File: src/rtl/sys_cfg_regs_v2.sv
// sys_cfg_regs_v2 - parametrised configuration/status register bank behind the
// AXI BRAM controller port.
//   word k <  REG_NUM : RW control word k (per-byte write strobes)
//   word REG_NUM      : PULSE   (write-only, written lanes pulse for one cycle)
//   word REG_NUM+1    : IRQ_STS (write-1-to-clear, rising-edge capture)
//   word REG_NUM+2    : IRQ_EN  (RW)
//   word REG_NUM+3    : ID      (read-only constant)
// Build option: define SYS_CFG_REGS_IRQ_EN to include the interrupt block.
// Without it IRQ_STS/IRQ_EN decode as unmapped words and irq is tied low.
// Reads are read-first: any hit access loads bram_cfg_rdbk with the addressed
// word's value from before the write.
module sys_cfg_regs_v2 #(
  parameter int                            ADDR_WIDTH  = 32,
  parameter int                            DATA_WIDTH  = 32,
  parameter int                            REG_NUM     = 8,
  parameter logic [REG_NUM*DATA_WIDTH-1:0] REG_RST_VAL = '0,
  parameter logic [ADDR_WIDTH-1:0]         BASE_ADDR   = 32'h0001_0000,
  parameter logic [ADDR_WIDTH-1:0]         BASE_MASK   = 32'hFFFF_0000,
  parameter int                            IRQ_NUM     = 8,
  parameter logic [DATA_WIDTH-1:0]         ID_VAL      = 32'h5253_0002
) (
  input  logic                            clk,
  input  logic                            rstn,
  input  logic                            bram_cfg_en,
  input  logic [DATA_WIDTH/8-1:0]         bram_cfg_we,
  input  logic [ADDR_WIDTH-1:0]           bram_cfg_addr,
  input  logic [DATA_WIDTH-1:0]           bram_cfg_data,
  output logic [DATA_WIDTH-1:0]           bram_cfg_rdbk,
  output logic [REG_NUM*DATA_WIDTH-1:0]   reg_out,
  output logic [DATA_WIDTH-1:0]           pulse_out,
  input  logic [IRQ_NUM-1:0]              irq_src,
  output logic                            irq
);

  localparam int NB = DATA_WIDTH / 8;
  localparam int IW = ADDR_WIDTH - 2;

  localparam logic [IW-1:0] K_PULSE = IW'(REG_NUM);
  localparam logic [IW-1:0] K_ID    = IW'(REG_NUM + 3);

  // ---------------------------------------------------------------------------
  // Address decode
  // ---------------------------------------------------------------------------
  logic [ADDR_WIDTH-1:0] addr_off;
  logic [IW-1:0]         word_idx;
  logic                  acc_hit;
  logic                  wr_hit;
  logic [DATA_WIDTH-1:0] we_bits;
  logic [DATA_WIDTH-1:0] wr_lanes;

  assign addr_off = bram_cfg_addr & ~BASE_MASK;
  // Byte offset bits [1:0] are dropped by the shift.
  assign word_idx = IW'(addr_off >> 2);
  assign acc_hit  = bram_cfg_en && ((bram_cfg_addr & BASE_MASK) == BASE_ADDR);
  assign wr_hit   = acc_hit && (|bram_cfg_we);

  // Expand byte strobes into a per-bit mask so every lane merge is a simple AND/OR.
  genvar gi;
  generate
    for (gi = 0; gi < NB; gi++) begin : g_we_bits
      assign we_bits[gi*8 +: 8] = {8{bram_cfg_we[gi]}};
    end
  endgenerate

  assign wr_lanes = bram_cfg_data & we_bits;

  // ---------------------------------------------------------------------------
  // Control words
  // ---------------------------------------------------------------------------
  logic [REG_NUM*DATA_WIDTH-1:0] ctrl_flat;

  generate
    for (gi = 0; gi < REG_NUM; gi++) begin : g_ctrl
      logic [DATA_WIDTH-1:0] word_reg;
      logic [DATA_WIDTH-1:0] word_next;

      // Merge strobed lanes into the word when it is the write target.
      always_comb begin
        word_next = word_reg;
        if (wr_hit && (word_idx == IW'(gi))) begin
          word_next = (word_reg & ~we_bits) | wr_lanes;
        end
      end

      // Control word storage, reset to its slice of REG_RST_VAL.
      always_ff @(posedge clk or negedge rstn) begin
        if (!rstn) begin
          word_reg <= REG_RST_VAL[gi*DATA_WIDTH +: DATA_WIDTH];
        end else begin
          word_reg <= word_next;
        end
      end

      assign ctrl_flat[gi*DATA_WIDTH +: DATA_WIDTH] = word_reg;
    end
  endgenerate

  assign reg_out = ctrl_flat;

  // ---------------------------------------------------------------------------
  // PULSE word: written lanes are high for exactly the cycle after the write
  // ---------------------------------------------------------------------------
  logic [DATA_WIDTH-1:0] pulse_reg;
  logic [DATA_WIDTH-1:0] pulse_next;

  // Pulse value is the strobed write data, otherwise zero (self-clearing).
  always_comb begin
    pulse_next = '0;
    if (wr_hit && (word_idx == K_PULSE)) begin
      pulse_next = wr_lanes;
    end
  end

  // Pulse register; reset discards any pending pulse.
  always_ff @(posedge clk or negedge rstn) begin
    if (!rstn) begin
      pulse_reg <= '0;
    end else begin
      pulse_reg <= pulse_next;
    end
  end

  assign pulse_out = pulse_reg;

  // ---------------------------------------------------------------------------
  // Interrupt block
  // ---------------------------------------------------------------------------
`ifdef SYS_CFG_REGS_IRQ_EN
  localparam logic [IW-1:0] K_STS = IW'(REG_NUM + 1);
  localparam logic [IW-1:0] K_EN  = IW'(REG_NUM + 2);

  logic [IRQ_NUM-1:0] src_reg;
  logic [IRQ_NUM-1:0] hist_reg;
  logic [IRQ_NUM-1:0] sts_reg;
  logic [IRQ_NUM-1:0] sts_next;
  logic [IRQ_NUM-1:0] en_reg;
  logic [IRQ_NUM-1:0] en_next;
  logic [IRQ_NUM-1:0] rise;
  logic [IRQ_NUM-1:0] clr_bits;
  logic               irq_reg;
  logic               irq_next;

  // A rise is the registered source high while its one-cycle-older copy is low.
  assign rise = src_reg & ~hist_reg;

  // Status W1C with set priority, enable lane merge, and the irq reduction.
  always_comb begin
    clr_bits = '0;
    en_next  = en_reg;
    if (wr_hit && (word_idx == K_STS)) begin
      clr_bits = wr_lanes[IRQ_NUM-1:0];
    end
    if (wr_hit && (word_idx == K_EN)) begin
      en_next = (en_reg & ~we_bits[IRQ_NUM-1:0]) | wr_lanes[IRQ_NUM-1:0];
    end
    sts_next = (sts_reg & ~clr_bits) | rise;
    irq_next = |(sts_reg & en_reg);
  end

  // Source input register, edge history, status, enable and irq output.
  always_ff @(posedge clk or negedge rstn) begin
    if (!rstn) begin
      src_reg  <= '0;
      hist_reg <= '0;
      sts_reg  <= '0;
      en_reg   <= '0;
      irq_reg  <= 1'b0;
    end else begin
      src_reg  <= irq_src;
      hist_reg <= src_reg;
      sts_reg  <= sts_next;
      en_reg   <= en_next;
      irq_reg  <= irq_next;
    end
  end

  assign irq = irq_reg;
`else
  // Interrupt block not built: the sources are deliberately left unconsumed.
  logic unused_irq_src;
  assign unused_irq_src = ^irq_src;
  assign irq            = 1'b0;
`endif

  // ---------------------------------------------------------------------------
  // Read path
  // ---------------------------------------------------------------------------
  logic [DATA_WIDTH-1:0] rd_word;
  logic [DATA_WIDTH-1:0] rdbk_reg;

  // Select the addressed word's current (pre-write) value; unmapped reads 0.
  always_comb begin
    rd_word = '0;
    for (int i = 0; i < REG_NUM; i++) begin
      if (word_idx == IW'(i)) begin
        rd_word = ctrl_flat[i*DATA_WIDTH +: DATA_WIDTH];
      end
    end
    if (word_idx == K_ID) begin
      rd_word = ID_VAL;
    end
`ifdef SYS_CFG_REGS_IRQ_EN
    if (word_idx == K_STS) begin
      rd_word = DATA_WIDTH'(sts_reg);
    end
    if (word_idx == K_EN) begin
      rd_word = DATA_WIDTH'(en_reg);
    end
`endif
  end

  // Read data register: loads on every hit access, holds otherwise.
  always_ff @(posedge clk or negedge rstn) begin
    if (!rstn) begin
      rdbk_reg <= '0;
    end else if (acc_hit) begin
      rdbk_reg <= rd_word;
    end
  end

  assign bram_cfg_rdbk = rdbk_reg;

endmodule

File: config.mk
export PLATFORM = sky130hd
export DESIGN_NAME = sys_cfg_regs_v2
export DESIGN_NICKNAME = d
export VERILOG_FILES = /design/src/rtl/sys_cfg_regs_v2.sv
export SDC_FILE = /design/constraint.sdc
export NUM_CORES = 1
export LEC_CHECK = 0
export ABC_AREA = 1
export CORE_MARGIN = 1
export CORE_UTILIZATION = 52
export CTS_BUF_LIST = sky130_fd_sc_hd__clkbuf_4 sky130_fd_sc_hd__clkbuf_8 sky130_fd_sc_hd__clkbuf_16
export CTS_CLUSTER_SIZE = 10
export DETAILED_ROUTE_END_ITERATION = 12
export PLACE_DENSITY = 0.87
export SYNTH_ARGS = -nofsm -noshare
export SYNTH_HDL_FRONTEND = slang
export SYNTH_SLANG_ARGS = --single-unit
File: constraint.sdc
create_clock -name clk -period 3 [get_ports clk]
set_input_delay 0.75 -clock clk [delete_from_list [all_inputs] [get_ports clk]]
set_output_delay 0.75 -clock clk [all_outputs]
set_load 0.05 [all_outputs]
==> results <==
- The flow ran to the end, and the final reports show no timing, DRC or antenna violations.
- The gate count of the mapped netlist is 1,637.
- The clock buffer count from CTS is 38.
- The worst pin sits at a relative slew slack of 0.523.
- The arrival time at the worst endpoint is 1.81 ns.
- The slowest stage of the critical path is the clkdlybuf4s50_1 cell.
- In this run the static leakage power is 9.24 nW.
- The final number of hold-violating endpoints is 0.
- With fillers left out, the area of the finished cells amounts to 20,200 µm².
- For this design, the sink count on the clock tree is 320.
- On the final layout, the worst clock skew is 0.00843 ns.
- The detailed-route vias per instance is 5.70.
- Across all setup checks in the final design, the least slack found is 0.444 ns.
- From bottom edge to top edge, the die measures 169 µm.
- Before antenna repair, the detailed router went through 6 iterations.
- The last weighted congestion value of the routability-driven placer is 0.904.
- The share of total power dissipated in the clock network is 0.471.
- The number of vias after detailed routing is 14.0k.
- The H-tree level count is 2.
- The number of max-capacitance violations reported is 0.
- The clock insertion delay at the later pin of the skew report is around 0.52 ns.
- From left edge to right edge, the die measures 169 µm.
- On the final layout, the worst hold slack is 0.273 ns.
- The CTS tree is done.
- The repair_antennas step left the layout with diodes totalling 0.
- The fraction of final layout cells sized beyond drive strength 1 is 0.124.
- The detailed router used layers up to and including met4.
- The number of rows in the core area is 60.
- The number of setup buffers added after CTS is 0.
- Synthesis instantiated 31 different standard cells from the library.
- In this run the tool buffered the top-level ports with approximately 390 buffer cells.
- In this run the count of I/O pins placed on the die edge is 400.
- Timing analysis after detailed placement gives a worst setup slack of 0.0488 ns.
- The most used flip-flop cell after synthesis is dfrtp_1.
- The most common library cell in the layout ignoring fill and taps is nand2_1.
- Setup violations remaining at the end of the flow were counted as 0.
- In this run, the number of DRC markers left after iteration 0 of detailed routing was 1,406.
- The worst hold path belongs to the class in2async.
- The final critical delay including setup and external delays is 2.56 ns.
- The endpoint kind of the worst setup timing path is an output pin.
- The buffer cell driving the clock tree root is clkbuf_16.
- The slew at the pin closest to its max-slew limit is roughly 0.72 ns.
- The initial antenna violation count is 0.
- Summed over all nets, the switching power comes to 1.91 mW.
- At the worst endpoint, the required time is approximately 2.3 ns.
- In this run, post-CTS hold repair placed 0 buffers.
- The total nets after synthesis is 1,716.
- The count of buffer and inverter cells on the critical path is 1.
- The number of buffers between clock root and the deepest sink is 3.
- The share of total power dissipated in sequential elements is 0.489.
- Relative to the synthesized area, the layout overhead comes to 40.0%.
- Dividing total power by cell area gives a power density of 437 nW/µm².
- After detailed routing, the wire length on met1 is 18,700 µm.
- The detailed-route DRC error count is 0.
- Entering global routing, the biggest net connects 90 pins.
- The half-perimeter wire length after placement is 35,500 µm.
- The sequential share of the synthesized area is 0.554.
- The maximum fanout encountered on the critical timing path is 3.
- Across the VDD grid, the largest voltage drop is 0.000459 V.
- In the final routed layout, each cell accounts on average for 20.4 µm.
- The share of power burned in combinational logic is 0.039.
- The switching share of total power is 0.217.
- The number of warnings issued by yosys is 0.
- The total overflow left after global routing is 0.
- STA classifies the critical path startpoint as a flop.
- The number of flip-flops and latches in the synthesized netlist is 320.
- Clock-pin slew was measured on the worst setup and hold paths at roughly 0.050 ns.
- The total power consumption of the routed design is 8.83 mW.
- The signal on the critical path passes through clkdlybuf4s50_1.
- At the end of the flow, the number of nets in the layout was 2,148.
- The post-cts repair resize count is 0.
- A synthesized cell averages 8.82 µm².
- The wire length of the first global-routing pass is a little under 80,000 µm.
- The filler cells instantiated in the layout total 1,847.
- The synthesized area is approximately 14,000 µm².
- On the worst path, the slowest cell contributes a delay of 0.90 ns.
- The final sum of negative setup slack is 0 ns.
- Setup repair after global routing left no endpoint under its margin.
- For this run, the total global-route usage over all layers was measured as 0.354.
- Of the available clock period, the critical path in the final layout requires 0.852.
- The floorplan step defined a core boundary enclosing 27,100 µm².
- The detailed route wirelength on metal3 is between 4000 and 5000 µm.
- The initial utilization of the core area, before any placement, comes to 0.533.
- The floorplan step defined a die boundary enclosing 28,500 µm².
- The share of synthesized registers carrying an async set or reset is 1.00.
- Detailed routing placed a total of 24,000 µm of wire on met2.
- The path type of the worst setup path is reg2out.
- The number of max-slew violations in the final report came to 0.
- Based on the critical path, the design can be clocked at up to approximately 390 MHz.
- Leaving out fill and tap cells, the most frequent cells in the layout are nand2_1 (526), clkdlybuf4s50_1 (387), dfrtp_1 (320).
- The count of antenna-violating nets left after detailed routing is 0.
- The via count of the first global-routing pass is about 14k.
- The placed cell area is between 15,000 and 20,000 µm².
- The total internal power is 6.92 mW.
- After detailed routing, the total wire length is 50,000 µm.
- The number of enable-type register cells in the synthesized netlist is 0.
- The kind of cell with the highest combined delay along the critical path is buffers and inverters.
==> synthesized netlist by cell type, types with 4 or more instances <==
library cell  number  share of area
nand2_1          526           0.14
dfrtp_1          320           0.55
nor2_1           134          0.035
o21ai_0          125          0.043
nand3_1          101          0.035
inv_1             97          0.025
o21ai_2           87          0.053
nand4_1           49          0.021
o21ai_1           44          0.015
clkbuf_1          28         0.0073
a21oi_1           23         0.0080
buf_2             18         0.0062
buf_6             18          0.014
nand3_4           16          0.019
nand3_2            8         0.0055
nor3_1             7         0.0024
nor4_1             7         0.0030
buf_1              5         0.0013
buf_4              4         0.0021
or2_2              4         0.0017
==> cells by family after synthesis <==
family	Yosys count	share of synthesized area
other cells	1	0.000260
simple gates	865	0.268
buf+inv	171	0.0575
compound gates	280	0.120
flops	320	0.554
==> worst paths after layout <==
path | start | to | slack, ns | cells past startpoint
setup reg to reg | flop | bram_cfg_rdbk[17] | 1.70 | 8
max in group asynchronous | rstn | asynchronous set/reset pin | 1.93 | 2
min in group clk | bram_cfg_rdbk[16] | bram_cfg_rdbk[16] | 0.47 | 2
setup / recovery | flop | reg_out[182] | 0.44 | 1
hold / removal | rstn | pulse_out[6] | 0.27 | 1
hold reg to reg | bram_cfg_rdbk[16] | bram_cfg_rdbk[16] | 0.47 | 2
==> power by group through the flow <==
stage	clock network, mW	registers, mW	logic, mW
floorplan	0	4.40	0.0999
global placement	0	4.39	0.342
detailed placement	0	4.39	0.349
CTS	4.19	4.32	0.351
global route	4.34	4.32	0.382
finish	4.16	4.32	0.347
==> cell type report <==
class	instances	area (µm²)	area share
Multi-Input combinational cell	1146	5640	0.279
Clock buffer	46	1080	0.0532
Timing Repair Buffer	466	4660	0.231
Sequential cell	320	8010	0.396
Inverter	97	364	0.0180
Tap cell	372	465	0.0230
Clock inverter	1	5.00	0.000247
==> metrics by stage <==
| step | cells | util |
|---|---|---|
| floorplan | 1637 | - |
| global placement | 2401 | 0.706 |
| detailed placement | 2401 | 0.706 |
| CTS | 2448 | 0.746 |
| global route | 2448 | 0.746 |
| finish | 2448 | 0.746 |
==> metal layers <==
layer,track usage,vias to the layer above
li1,-,6236
met1,0.428,6738
met2,0.591,815
met3,0.0888,171
met4,0.175,0
met5,0,-
Power figures use the tool's default switching activity.
